## config.mk

```make
export PLATFORM = sky130hd
export DESIGN_NAME = tipi_sout_arbiter
export DESIGN_NICKNAME = d
export VERILOG_FILES = /design/src/rtl/tipi_sout_pkg.sv /design/src/rtl/sout_shifter.sv /design/src/rtl/tipi_sout_arbiter.sv
export SDC_FILE = /design/constraint.sdc
export NUM_CORES = 1
export LEC_CHECK = 0
export BUFFER_PORTS_ARGS = -buffer_cell sky130_fd_sc_hd__buf_4
export CELL_PAD_IN_SITES_DETAIL_PLACEMENT = 0
export CELL_PAD_IN_SITES_GLOBAL_PLACEMENT = 1
export CORE_MARGIN = 8
export CORE_UTILIZATION = 40
export DETAILED_ROUTE_END_ITERATION = 8
export GPL_TIMING_DRIVEN = 0
export PLACE_DENSITY = 0.94
export RECOVER_POWER = 50
export SLEW_MARGIN = 30
export SYNTH_ARGS = -nofsm -noshare
export SYNTH_HDL_FRONTEND = slang
export SYNTH_SLANG_ARGS = --single-unit
```

## constraint.sdc

```tcl
create_clock -name clk -period 6.68 [get_ports clk]
set_clock_uncertainty 0.15 [all_clocks]
set_input_delay 1.002 -clock clk [delete_from_list [all_inputs] [get_ports clk]]
set_output_delay 1.002 -clock clk [all_outputs]
set_load 0.01 [all_outputs]
```

## src/rtl/tipi_sout_pkg.sv

```systemverilog
// Shared definitions for the TIPI serial-out arbiter: FSM state encoding and
// default geometry.
package tipi_sout_pkg;

    // Binary state encoding, two bits
    typedef enum logic [1:0] {
        S_IDLE  = 2'd0,
        S_LOAD  = 2'd1,
        S_SHIFT = 2'd2,
        S_DONE  = 2'd3
    } state_t;

    localparam int DEF_NREQ  = 3;
    localparam int DEF_WIDTH = 8;
    localparam int DEF_CNTW  = 4;

endpackage

```

## src/rtl/sout_shifter.sv

```systemverilog
// WIDTH-bit parallel-load, shift-left register. The MSB is the serial bit.
// Priority: clear over load over shift.
module sout_shifter #(
    parameter int WIDTH = 8
) (
    input  logic             clk,
    input  logic             reset_n,
    input  logic             load,
    input  logic             shift,
    input  logic             clear,
    input  logic [WIDTH-1:0] din,
    output logic [WIDTH-1:0] q
);

    // Shift register update: clear wins, then load, then shift one bit left
    always_ff @(posedge clk or negedge reset_n) begin
        if (!reset_n) begin
            q <= '0;
        end else if (clear) begin
            q <= '0;
        end else if (load) begin
            q <= din;
        end else if (shift) begin
            q <= {q[WIDTH-2:0], 1'b0};
        end
    end

endmodule

```

## src/rtl/tipi_sout_arbiter.sv

```systemverilog
// Round-robin arbiter that shares one MSB-first serial output among NREQ
// byte sources. A granted source's byte is parallel-loaded, shifted out one
// bit per bit_tick, and the owner gets a one-cycle ack when all bits are out.
//
// Handshake: req is a level; the arbiter samples it only in IDLE. grant is
// one-hot and held from LOAD through DONE; the owner may drop req at any time
// without cancelling the transfer. ack pulses for exactly the DONE cycle.
// abort cancels a transfer with no ack. state_dbg exposes the FSM state.
module tipi_sout_arbiter
    import tipi_sout_pkg::*;
#(
    parameter int NREQ  = DEF_NREQ,
    parameter int WIDTH = DEF_WIDTH,
    parameter int CNTW  = DEF_CNTW
) (
    input  logic                  clk,
    input  logic                  reset_n,
    input  logic [NREQ-1:0]       req,
    input  logic [NREQ*WIDTH-1:0] data,
    input  logic                  bit_tick,
    input  logic                  abort,
    output logic [NREQ-1:0]       grant,
    output logic [NREQ-1:0]       ack,
    output logic                  busy,
    output logic                  sout,
    output logic [CNTW-1:0]       bit_cnt,
    output logic [1:0]            state_dbg
);

    localparam int IDXW = (NREQ > 1) ? $clog2(NREQ) : 1;

    state_t            state_q, state_d;
    logic [NREQ-1:0]   grant_q, grant_d;
    logic [NREQ-1:0]   ack_q, ack_d;
    logic              busy_q, busy_d;
    logic [CNTW-1:0]   cnt_q, cnt_d;
    logic [IDXW-1:0]   rr_q, rr_d;
    logic [IDXW-1:0]   pick;
    logic [WIDTH-1:0]  sel_data;
    logic [WIDTH-1:0]  shift_q;
    logic              sh_load, sh_shift, sh_clear;

    // First requester scanning upward from last+1, wrapping modulo NREQ
    function automatic logic [IDXW-1:0] rr_pick(input logic [NREQ-1:0] r,
                                                 input logic [IDXW-1:0] last);
        logic [IDXW-1:0] p;
        logic            found;
        int              idx;
        p     = last;
        found = 1'b0;
        for (int k = 1; k <= NREQ; k++) begin
            idx = (int'(last) + k) % NREQ;
            if (!found && (|(r & (NREQ'(1) << idx)))) begin
                p     = IDXW'(idx);
                found = 1'b1;
            end
        end
        return p;
    endfunction

    // Owner index is rr_q once granted; select its byte for the load
    assign pick     = rr_pick(req, rr_q);
    assign sel_data = data[int'(rr_q)*WIDTH +: WIDTH];

    // Next-state, registered-output and shifter-enable decode
    always_comb begin
        state_d  = state_q;
        grant_d  = grant_q;
        ack_d    = '0;
        busy_d   = busy_q;
        cnt_d    = cnt_q;
        rr_d     = rr_q;
        sh_load  = 1'b0;
        sh_shift = 1'b0;
        sh_clear = 1'b0;
        case (state_q)
            S_IDLE: begin
                if (!abort && (|req)) begin
                    rr_d    = pick;
                    grant_d = NREQ'(1) << pick;
                    busy_d  = 1'b1;
                    state_d = S_LOAD;
                end
            end
            S_LOAD: begin
                if (abort) begin
                    state_d  = S_IDLE;
                    grant_d  = '0;
                    busy_d   = 1'b0;
                    cnt_d    = '0;
                    sh_clear = 1'b1;
                end else begin
                    sh_load = 1'b1;
                    cnt_d   = '0;
                    state_d = S_SHIFT;
                end
            end
            S_SHIFT: begin
                if (abort) begin
                    state_d  = S_IDLE;
                    grant_d  = '0;
                    busy_d   = 1'b0;
                    cnt_d    = '0;
                    sh_clear = 1'b1;
                end else if (bit_tick) begin
                    sh_shift = 1'b1;
                    cnt_d    = cnt_q + CNTW'(1);
                    if (cnt_q == CNTW'(WIDTH - 1)) begin
                        state_d = S_DONE;
                        ack_d   = grant_q;
                    end
                end
            end
            S_DONE: begin
                state_d = S_IDLE;
                grant_d = '0;
                busy_d  = 1'b0;
                if (abort) begin
                    cnt_d    = '0;
                    sh_clear = 1'b1;
                end
            end
            default: begin
                state_d = S_IDLE;
                grant_d = '0;
                busy_d  = 1'b0;
            end
        endcase
    end

    // State and registered outputs; rr_last resets so source 0 goes first
    always_ff @(posedge clk or negedge reset_n) begin
        if (!reset_n) begin
            state_q <= S_IDLE;
            grant_q <= '0;
            ack_q   <= '0;
            busy_q  <= 1'b0;
            cnt_q   <= '0;
            rr_q    <= IDXW'(NREQ - 1);
        end else begin
            state_q <= state_d;
            grant_q <= grant_d;
            ack_q   <= ack_d;
            busy_q  <= busy_d;
            cnt_q   <= cnt_d;
            rr_q    <= rr_d;
        end
    end

    sout_shifter #(
        .WIDTH (WIDTH)
    ) u_shifter (
        .clk     (clk),
        .reset_n (reset_n),
        .load    (sh_load),
        .shift   (sh_shift),
        .clear   (sh_clear),
        .din     (sel_data),
        .q       (shift_q)
    );

    assign grant     = grant_q;
    assign ack       = ack_q;
    assign busy      = busy_q;
    assign sout      = shift_q[WIDTH-1];
    assign bit_cnt   = cnt_q;
    assign state_dbg = state_q;

endmodule

```

==> impl_metrics.env, run 1 <==
export IMPL_worstHoldStart="u_shifter.q[4]$_DFFE_PN0P_"
export IMPL_cts_tree="yes"
export IMPL_rsz0062_at_grt="false"
export IMPL_synth_cell_type_count=38
export IMPL_areaGrowthSynthToFinish_pct=27.7
export IMPL_post_cts_buffers=0
export IMPL_hold_class="reg -> reg"
export IMPL_synth_top_area_frac=0.365
export IMPL_yosys_area_share_xor_xnor=0
export IMPL_reg2regPathDepth=7
export IMPL_grt_max_degree=24
export IMPL_clk_pin_slew_ps=80
export IMPL_ant_nets=0
export IMPL_setup_viol=0
export IMPL_start_util=0.415
export IMPL_core_area_mm2=0.00363
export IMPL_postLayoutCoreUtil=0.529
export IMPL_yosys_top_cells_area="dfrtp_1 37%, ha_1 8.3%, mux2_2 6.0%"
export IMPL_n_antenna_cell=0
export IMPL_regArea_um2=577
export IMPL_fillers=375
export IMPL_startpoint="rr_q[0]$_DFFE_PN0P_"
export IMPL_syn_nets=207
export IMPL_synth_edff_count=0
export IMPL_muxShareOfSynthArea=0.102
export IMPL_root_buffer="clkbuf_8"
export IMPL_via_per_inst=5.16
export IMPL_critical_path_slowest_cell="a222oi_1"
export IMPL_status="finished, final reports clean"
export IMPL_clk_latency_ps=260
export IMPL_overflow=0
export IMPL_grt_pass1_vias=1395
export IMPL_ys_seq_elements=23
export IMPL_slowest_delay_ps=520
export IMPL_syn_area_mm2=0.00151
export IMPL_comb_power_share=0.578
export IMPL_yosysSeqAreaShare=0.383
export IMPL_cp_max_fo=9
export IMPL_multiInputGateArea_um2=880
export IMPL_avgSynthCellArea_um2=9.07
export IMPL_htree_levels=1
export IMPL_drc=0
export IMPL_yosysTopAreaCell="dfrtp_1"
export IMPL_drt_iter0_markers=60
export IMPL_wl_per_cell_um=13.4
export IMPL_nets=255
export IMPL_synth_compound_area_frac=0.223
export IMPL_r2r_start="rr_q[0]$_DFFE_PN0P_"
export IMPL_drv_cap=0
export IMPL_powerDensity_mw_per_mm2=382
export IMPL_die_height_um=77.4
export IMPL_die_area_mm2=0.00599
export IMPL_synthTopCellsByCount="22 x dfrtp_1, 20 x nand2_1, 14 x a21oi_1, 14 x nor2_1, 13 x o21ai_0"
export IMPL_setup_tns_ps=0
export IMPL_synth_top_family_by_area="compound AO/OA/AOI/OAI gates"
export IMPL_synthAdderAreaFrac=0.0831
export IMPL_setup_ws_ps=3900
export IMPL_max_clock_freq_mhz=360
export IMPL_path_buf_inv=1
export IMPL_power_leakage_nw=0.927
export IMPL_timing_hold_ws_ps=335
export IMPL_cts_made_buffers=3
export IMPL_critical_path_cell_chain="inv_1 > ha_1 > a222oi_1 > mux2i_1 > a21oi_2 > mux2_2 > o31ai_1"
export IMPL_async_flop_share=1.00
export IMPL_p_sw_frac=0.428
export IMPL_synthFlopType="dfrtp_1"
export IMPL_p_seq_frac=0.303
export IMPL_relSlewSlack=0.184
export IMPL_p_sw_mw=0.314
export IMPL_synthCells=166
export IMPL_pre_cts_ws_ps=3920
export IMPL_worstSetupEndpointType="register"
export IMPL_hpwl_um=2770
export IMPL_ys_warn_count=0
export IMPL_routed_wl_um=3510
export IMPL_report_final_slew_viol_count=0
export IMPL_design_power_total_mw=0.734
export IMPL_cts_sinks=23
export IMPL_cts_buffer_depth=2
export IMPL_cp_depth=7
export IMPL_whs_path_depth=2
export IMPL_io_buffers=43
export IMPL_hold_viol_final=0
export IMPL_timing_final_crit_share=0.416
export IMPL_grt_pass1_wl_um=6150
export IMPL_vias=1346
export IMPL_gp_congestion=0.813
export IMPL_synth_most_common_cell="dfrtp_1"
export IMPL_worstPathArrival_ps=2810
export IMPL_ios=45
export IMPL_clkPwrFrac=0.118
export IMPL_rows=22
export IMPL_ctsResizeCount=0
export IMPL_worst_pin_slew_ps=1220
export IMPL_crit_required_ps=6710
export IMPL_finalCriticalPeriod_ps=2780
export IMPL_cts_hold_buffers=0
export IMPL_path_class="reg -> reg"
export IMPL_dr_pass1_iters=4
export IMPL_synth_simple_gate_area_frac=0.175
export IMPL_die_w_um=77.4
export IMPL_grt_usage=0.123
export IMPL_drive_above_1_share=0.272
export IMPL_critPathTopFamily="compound AO/OA/AOI/OAI gates"
export IMPL_internal_power_mw=0.420
export IMPL_ir_drop_mv=0.218
export IMPL_antenna_found_initial=0
export IMPL_startpoint_type="register"
==> state kept, by name (all words and copies together), names as in the netlist <==
signal       cells
bit_cnt          4
grant            3
rr_q             2
u_shifter.q      8
state_dbg        2
busy             1
ack              3
==> per-layer routing <==
layer | track usage | wire (um) | vias to the layer above
li1 | - | - | 688
met1 | 0.144 | 1630 | 614
met2 | 0.193 | 1540 | 40
met3 | 0.0484 | 271 | 4
met4 | 0.0585 | 65 | 0
met5 | 0 | 0 | -
==> stage by stage <==
stage	instances	area [um^2]
floorplan	166	1510
global placement	257	1890
detailed placement	257	1890
CTS	261	1930
global route	261	1920
finish	261	1920
==> placed cells by master (no fill, tap or decap), types with 3 or more instances in the layout <==
cell type / synthesis / final
a21oi_1: 14 / 14
a22oi_1: 6 / 6
and2_1: 5 / 3
buf_4: 0 / 40
clkbuf_1: 3 / 7
clkbuf_8: 0 / 3
dfrtp_1: 22 / 22
ha_1: 10 / 10
inv_1: 9 / 9
mux2_2: 8 / 8
mux2i_1: 5 / 5
nand2_1: 20 / 20
nor2_1: 14 / 14
nor2b_1: 3 / 3
o21ai_0: 13 / 14
o21ai_1: 5 / 4
==> worst register-to-register path: stages (launching register included) <==
cell	delay, ps
dfrtp_1	500
inv_1	210
ha_1	420
a222oi_1	520
mux2i_1	280
a21oi_2	90
mux2_2	290
o31ai_1	220
==> power groups by stage <==
stage | sequential (mW) | combinational (mW) | clock [mW]
floorplan | 0.224 | 0.312 | 0
global placement | 0.224 | 0.424 | 0
detailed placement | 0.226 | 0.427 | 0
CTS | 0.223 | 0.429 | 0.0899
global route | 0.230 | 0.483 | 0.0950
finish | 0.223 | 0.424 | 0.0870
==> final timing paths <==
check                                             end  slack [ps]
max                              grant[0]$_DFFE_PN0P_        3900
min reg2reg                u_shifter.q[4]$_DFFE_PN0P_         330
max reg2reg                      grant[0]$_DFFE_PN0P_        3900
min                        u_shifter.q[4]$_DFFE_PN0P_         330
min in group asynchronous            ack[2]$_DFF_PN0_         820
max in group asynchronous         rr_q[0]$_DFFE_PN0P_        4840
==> cells by family (layout without fill, tap and decap cells) <==
logic type,Yosys count,after routing
AO/OA/AOI/OAI,53,53
AND/OR/NAND/NOR,53,53
flip-flops,23,23
multiplexers,14,14
buffers and inverters,13,60
adder cells (fa/ha/maj),10,10
==> final cells by class <==
type	count	share of cell area
buffer	4	0.00846
multi-input combinational	130	0.457
tap	48	0.0312
inverter	9	0.0176
timing repair buffer	43	0.162
sequential	23	0.300
clock buffer	4	0.0234
Power figures use the tool's default switching activity.
==> run 2, diff against run 1 <==
- CORE_UTILIZATION: 40 -> 34
- PLACE_DENSITY: 0.94 -> 0.86
- clock period: 6.68 -> 2.45 ns (I/O delays scaled with it)
==> run 2 against run 1 <==
Register-to-register slack got worse by 3900 ps. Combinational power grew to 3.3 times the previous value. Sequential power rose to 2.7 times the previous value. Critical endpoint unchanged. Largest power group unchanged.
==> impl_metrics.env, run 2 (synthesis results as in run 1) <==
export IMPL_r2r_start="rr_q[1]$_DFFE_PN1P_"
export IMPL_fillers=438
export IMPL_areaGrowthSynthToFinish_pct=35.3
export IMPL_die_w_um=82.6
export IMPL_root_buffer="clkbuf_8"
export IMPL_ant_nets=0
export IMPL_drt_iter0_markers=53
export IMPL_whs_endpoint="u_shifter.q[0]$_DFFE_PN0P_"
export IMPL_cts_tree="yes"
export IMPL_finalCriticalPeriod_ps=2410
export IMPL_crit_required_ps=2470
export IMPL_worstHoldStart="data[8]"
export IMPL_worstSetupEndpointType="register"
export IMPL_die_area_mm2=0.00682
export IMPL_whs_path_depth=3
export IMPL_slowest_delay_ps=590
export IMPL_htree_levels=1
export IMPL_via_per_inst=5.07
export IMPL_clk_latency_ps=260
export IMPL_timing_hold_ws_ps=229
export IMPL_clk_pin_slew_ps=90
export IMPL_status="finished, final reports clean"
export IMPL_report_final_slew_viol_count=0
export IMPL_regArea_um2=578
export IMPL_drc=0
export IMPL_rows=24
export IMPL_grt_usage=0.112
export IMPL_n_antenna_cell=0
export IMPL_largest_reg_flops=8
export IMPL_layout_commonest_cell="buf_4"
export IMPL_layout_common_cells="43 x buf_4, 21 x dfrtp_1, 20 x nand2_1"
export IMPL_worst_pin_slew_ps=1240
export IMPL_max_clock_freq_mhz=416
export IMPL_timing_final_crit_share=0.982
export IMPL_drive_above_1_share=0.312
export IMPL_cp_max_fo=4
export IMPL_overflow=0
export IMPL_hpwl_um=2780
export IMPL_cts_sinks=23
export IMPL_nets=263
export IMPL_cts_buffer_depth=2
export IMPL_gp_congestion=0.757
export IMPL_top_layer_used="met4"
export IMPL_grt_max_degree=24
export IMPL_critical_path_slowest_cell="dfstp_2"
export IMPL_reg2regPathDepth=9
export IMPL_ios=45
export IMPL_ir_drop_mv=0.489
export IMPL_path_class="reg -> reg"
export IMPL_multiInputGateArea_um2=928
export IMPL_start_util=0.348
export IMPL_routed_wl_met2_um=1550
export IMPL_startpoint_type="register"
export IMPL_wl_met1_um=1770
export IMPL_hold_viol_final=0
export IMPL_core_area_mm2=0.00432
export IMPL_wl_met3_um=339
export IMPL_die_height_um=82.6
export IMPL_power_leakage_nw=0.962
export IMPL_worstPathArrival_ps=2430
export IMPL_grt_pass1_wl_um=6080
export IMPL_setup_viol=0
export IMPL_relSlewSlack=0.171
export IMPL_vias=1385
export IMPL_setup_tns_ps=0
export IMPL_io_buffers=43
export IMPL_cts_made_buffers=3
export IMPL_wl_per_cell_um=13.5
export IMPL_antenna_found_initial=0
export IMPL_critical_path_cell_chain="buf_6 > inv_4 > ha_4 > a222oi_1 > buf_4 > mux2i_2 > a21oi_2 > mux2_4 > o31ai_2"
export IMPL_drv_cap=0
export IMPL_r2r_end="grant[0]$_DFFE_PN0P_"
export IMPL_top_register="u_shifter.q"
export IMPL_grt_pass1_vias=1405
export IMPL_powerDensity_mw_per_mm2=1110
export IMPL_reg2reg_slack_ps=40
export IMPL_rsz0062_at_grt="true"
export IMPL_dr_pass1_iters=4
export IMPL_hold_class="in -> reg"
export IMPL_routed_wl_um=3680
[run 2: worst max-delay path by stage]
stage                        start  cells past startpoint                    to
2_1_floorplan  rr_q[1]$_DFFE_PN1P_                      8  grant[0]$_DFFE_PN0P_
3_3_place_gp   rr_q[0]$_DFFE_PN0P_                      7  grant[0]$_DFFE_PN0P_
3_5_place_dp   rr_q[0]$_DFFE_PN0P_                      7  grant[0]$_DFFE_PN0P_
4_1_cts        rr_q[1]$_DFFE_PN1P_                      7  grant[0]$_DFFE_PN0P_
5_1_grt        rr_q[1]$_DFFE_PN1P_                      9  grant[0]$_DFFE_PN0P_
6_report       rr_q[1]$_DFFE_PN1P_                      9  grant[0]$_DFFE_PN0P_
[run 2: critical path, delay by kind of cell (launching register included)]
| kind | cells | cell delay [ps] |
|---|---|---|
| DFF | 1 | 590 |
| buffers and inverters | 3 | 340 |
| AOI/OAI and AO/OA | 3 | 580 |
| muxes | 2 | 490 |
| adders and majority gates | 1 | 160 |
[run 2: metal layers]
metal,vias to the layer above,GRT usage
met5,-,0
met4,0,0.0310
met3,2,0.0465
met2,40,0.171
met1,633,0.143
li1,710,-
[run 2: stage by stage]
step | setup WS, ps | instance area (um^2) | utilization | instances | power, mW
after floorplan | 11.7 | 1510 | - | 166 | 1.47
after CTS | 25.8 | 2000 | 0.462 | 270 | 2.11
after global placement | -191 | 1900 | 0.440 | 261 | 1.78
after global routing | -41.4 | 2040 | 0.471 | 273 | 2.44
final | 43.9 | 2040 | 0.471 | 273 | 2.25
after detailed placement | -246 | 1900 | 0.440 | 261 | 1.80
[run 2: area by class of cell]
| type | instances | share of cell area |
|---|---|---|
| clock inverters | 1 | 0.00246 |
| repair buffers | 51 | 0.176 |
| clock buffers | 3 | 0.0203 |
| flip-flops and latches | 23 | 0.284 |
| plain buffers | 4 | 0.0110 |
| inverters | 9 | 0.0190 |
| well taps | 52 | 0.0319 |
| multi-input cells | 130 | 0.455 |
[run 2: timing repair]
action / 4_1_cts / 5_1_grt
endpoints found under the setup margin: 5 / 5
buffers inserted: 4 / 3
hold endpoints to repair: 22 / 0
pin swaps: 1 / 5
gates resized for setup: 3 / 10
hold buffers: 1 / 0
[run 2: power breakdown]
part | total [mW] | internal (mW) | switching, mW
Combinational | 1.42 | 0.680 | 0.740
Clock | 0.234 | 0.113 | 0.121
Sequential | 0.598 | 0.506 | 0.0924
Total | 2.25 | 1.30 | 0.953
==> run 3, diff against run 2 <==
- CORE_MARGIN: 8 -> 4
- CORE_UTILIZATION: 34 -> 35
- CTS_BUF_LIST: unset -> sky130_fd_sc_hd__clkbuf_2
- PLACE_DENSITY: 0.86 -> 0.88
==> run 3 against run 2 <==
Combinational power barely moved. Power fell by 3.0%. Sequential power barely moved. Clock power fell by 35%. Die area fell by 21%. Register-to-register slack got worse by 40 ps.
==> impl_metrics.env, run 3 (synthesis results as in run 1) <==
export IMPL_timing_final_crit_share=0.997
export IMPL_ir_drop_mv=0.569
export IMPL_hold_viol_final=0
export IMPL_status="finished, final reports clean"
export IMPL_r2r_start="rr_q[1]$_DFFE_PN1P_"
export IMPL_ant_nets=0
export IMPL_clk_pin_slew_ps=200
export IMPL_reg2reg_slack_ps=7
export IMPL_io_buffers=43
export IMPL_r2r_end="rr_q[0]$_DFFE_PN0P_"
export IMPL_max_clock_freq_mhz=409
export IMPL_grt_usage=0.139
export IMPL_hpwl_um=2610
export IMPL_drt_iter0_markers=85
export IMPL_drive_above_1_share=0.308
export IMPL_rows=23
export IMPL_startpoint_type="register"
export IMPL_wl_per_cell_um=13.2
export IMPL_start_util=0.369
export IMPL_worstPathArrival_ps=2530
export IMPL_setup_viol=0
export IMPL_die_w_um=73.6
export IMPL_largest_reg_flops=8
export IMPL_clkPwrFrac=0.070
export IMPL_critical_path_cell_chain="buf_6 > inv_4 > ha_4 > a222oi_1 > buf_4 > buf_6 > mux2i_1 > a22o_1 > o22ai_4 > mux2_4"
export IMPL_finalCriticalPeriod_ps=2440
export IMPL_core_area_mm2=0.00409
export IMPL_die_area_mm2=0.00542
export IMPL_areaGrowthSynthToFinish_pct=33.4
export IMPL_cts_buffer_depth=2
export IMPL_powerDensity_mw_per_mm2=1090
export IMPL_cts_sinks=23
export IMPL_die_height_um=73.6
export IMPL_layout_commonest_cell="buf_4"
export IMPL_critical_path_slowest_cell="dfstp_2"
export IMPL_power_leakage_nw=0.957
export IMPL_grt_pass1_wl_um=5990
export IMPL_worstSetupEndpointType="register"
export IMPL_ios=45
export IMPL_gp_congestion=0.746
export IMPL_drc=0
export IMPL_routed_wl_met2_um=1600
export IMPL_layout_common_cells="42 x buf_4, 21 x dfrtp_1, 20 x nand2_1"
export IMPL_cts_tree="yes"
export IMPL_relSlewSlack=0.180
export IMPL_top_layer_used="met4"
export IMPL_wl_met3_um=273
export IMPL_drv_cap=0
export IMPL_nets=263
export IMPL_slowest_delay_ps=620
export IMPL_worstHoldStart="data[8]"
export IMPL_whs_path_depth=3
export IMPL_whs_endpoint="u_shifter.q[0]$_DFFE_PN0P_"
export IMPL_cp_max_fo=4
export IMPL_vias=1416
export IMPL_design_power_total_mw=2.18
export IMPL_routed_wl_um=3590
export IMPL_hold_class="in -> reg"
export IMPL_postLayoutCoreUtil=0.492
export IMPL_via_per_inst=5.23
export IMPL_grt_pass1_vias=1377
export IMPL_antenna_found_initial=0
export IMPL_internal_power_mw=1.23
export IMPL_reg2regPathDepth=10
export IMPL_stdcell_area_mm2=0.00201
export IMPL_worst_pin_slew_ps=1230
export IMPL_n_antenna_cell=0
export IMPL_report_final_slew_viol_count=0
export IMPL_overflow=0
export IMPL_comb_power_share=0.658
export IMPL_cts_made_buffers=3
export IMPL_wl_met1_um=1700
export IMPL_rsz0062_at_grt="true"
export IMPL_path_class="reg -> reg"
export IMPL_crit_required_ps=2530
export IMPL_top_register="u_shifter.q"
export IMPL_crit_top_cell="buf_6"
export IMPL_root_buffer="clkbuf_2"
export IMPL_p_seq_frac=0.272
export IMPL_clk_latency_ps=320
export IMPL_htree_levels=1
export IMPL_fillers=415
export IMPL_grt_max_degree=24
export IMPL_dpl_cell_area_mm2=0.00190
export IMPL_p_sw_frac=0.437
export IMPL_p_sw_mw=0.954
export IMPL_dr_pass1_iters=4
## run 3: changes by cell type in the layout (fill, tap and decap cells not counted)
cell	delta
clkbuf_2	+4
clkbuf_8	-3
buf_4	-1
buf_6	+1
clkinv_2	-1
mux2i_1	+1
mux2i_2	-1
## run 3: cell type report
| cell class | instances | area, um^2 | share of cell area |
|---|---|---|---|
| well taps | 50 | 62.6 | 0.0311 |
| inverters | 9 | 38.8 | 0.0193 |
| flip-flops and latches | 23 | 578 | 0.288 |
| multi-input cells | 130 | 925 | 0.460 |
| clock buffers | 4 | 20.0 | 0.00996 |
| repair buffers | 51 | 363 | 0.181 |
| plain buffers | 4 | 22.5 | 0.0112 |
## run 3: routing by layer
layer | up-vias | global-route usage
li1 | 707 | -
met5 | - | 0
met3 | 2 | 0.0301
met4 | 0 | 0.0362
met1 | 653 | 0.194
met2 | 54 | 0.219
## run 3: critical path: cells and delay by family (launching register included)
family,cells,cell delay [ps]
buffers and inverters,4,420
DFF,1,620
adders and majority gates,1,150
AOI/OAI and AO/OA,3,540
muxes,2,480
## run 3: metrics by stage
stage / hold slack, ps / setup WS, ps / TNS (ps) / std cells
floorplan: -78.1 / 11.7 / 0 / 166
global placement: 126 / -194 / -554 / 259
detailed placement: 130 / -239 / -745 / 259
CTS: 158 / 13.0 / 0 / 268
global route: 173 / -47.6 / -119 / 271
finish: 176 / 7.12 / 0 / 271
## run 3: worst max path at each step
stage	start	to	slack [ps]	cells past startpoint
final	rr_q[1]$_DFFE_PN1P_	rr_q[0]$_DFFE_PN0P_	7	10
after detailed placement	rr_q[0]$_DFFE_PN0P_	grant[0]$_DFFE_PN0P_	-240	7
after floorplan	rr_q[1]$_DFFE_PN1P_	grant[0]$_DFFE_PN0P_	10	8
after global placement	rr_q[0]$_DFFE_PN0P_	grant[0]$_DFFE_PN0P_	-190	7
after CTS	rr_q[0]$_DFFE_PN0P_	grant[0]$_DFFE_PN0P_	10	8
after global routing	rr_q[1]$_DFFE_PN1P_	grant[0]$_DFFE_PN0P_	-50	9
## run 3: what timing repair did
| action | in CTS | in global routing |
|---|---|---|
| endpoints found under the setup margin | 5 | 4 |
| pin swaps | 1 | 4 |
| buffers inserted | 4 | 4 |
| endpoints found under the hold margin | 22 | 0 |
| hold buffers | 1 | 0 |
| gates resized for setup | 2 | 11 |
## run 3: power by group through the flow
stage	registers [mW]	clock network (mW)	logic, mW
2_1_floorplan	0.615	0	0.860
3_3_place_gp	0.618	0	1.17
3_5_place_dp	0.618	0	1.18
4_1_cts	0.590	0.162	1.26
5_1_grt	0.614	0.182	1.61
6_report	0.595	0.152	1.44
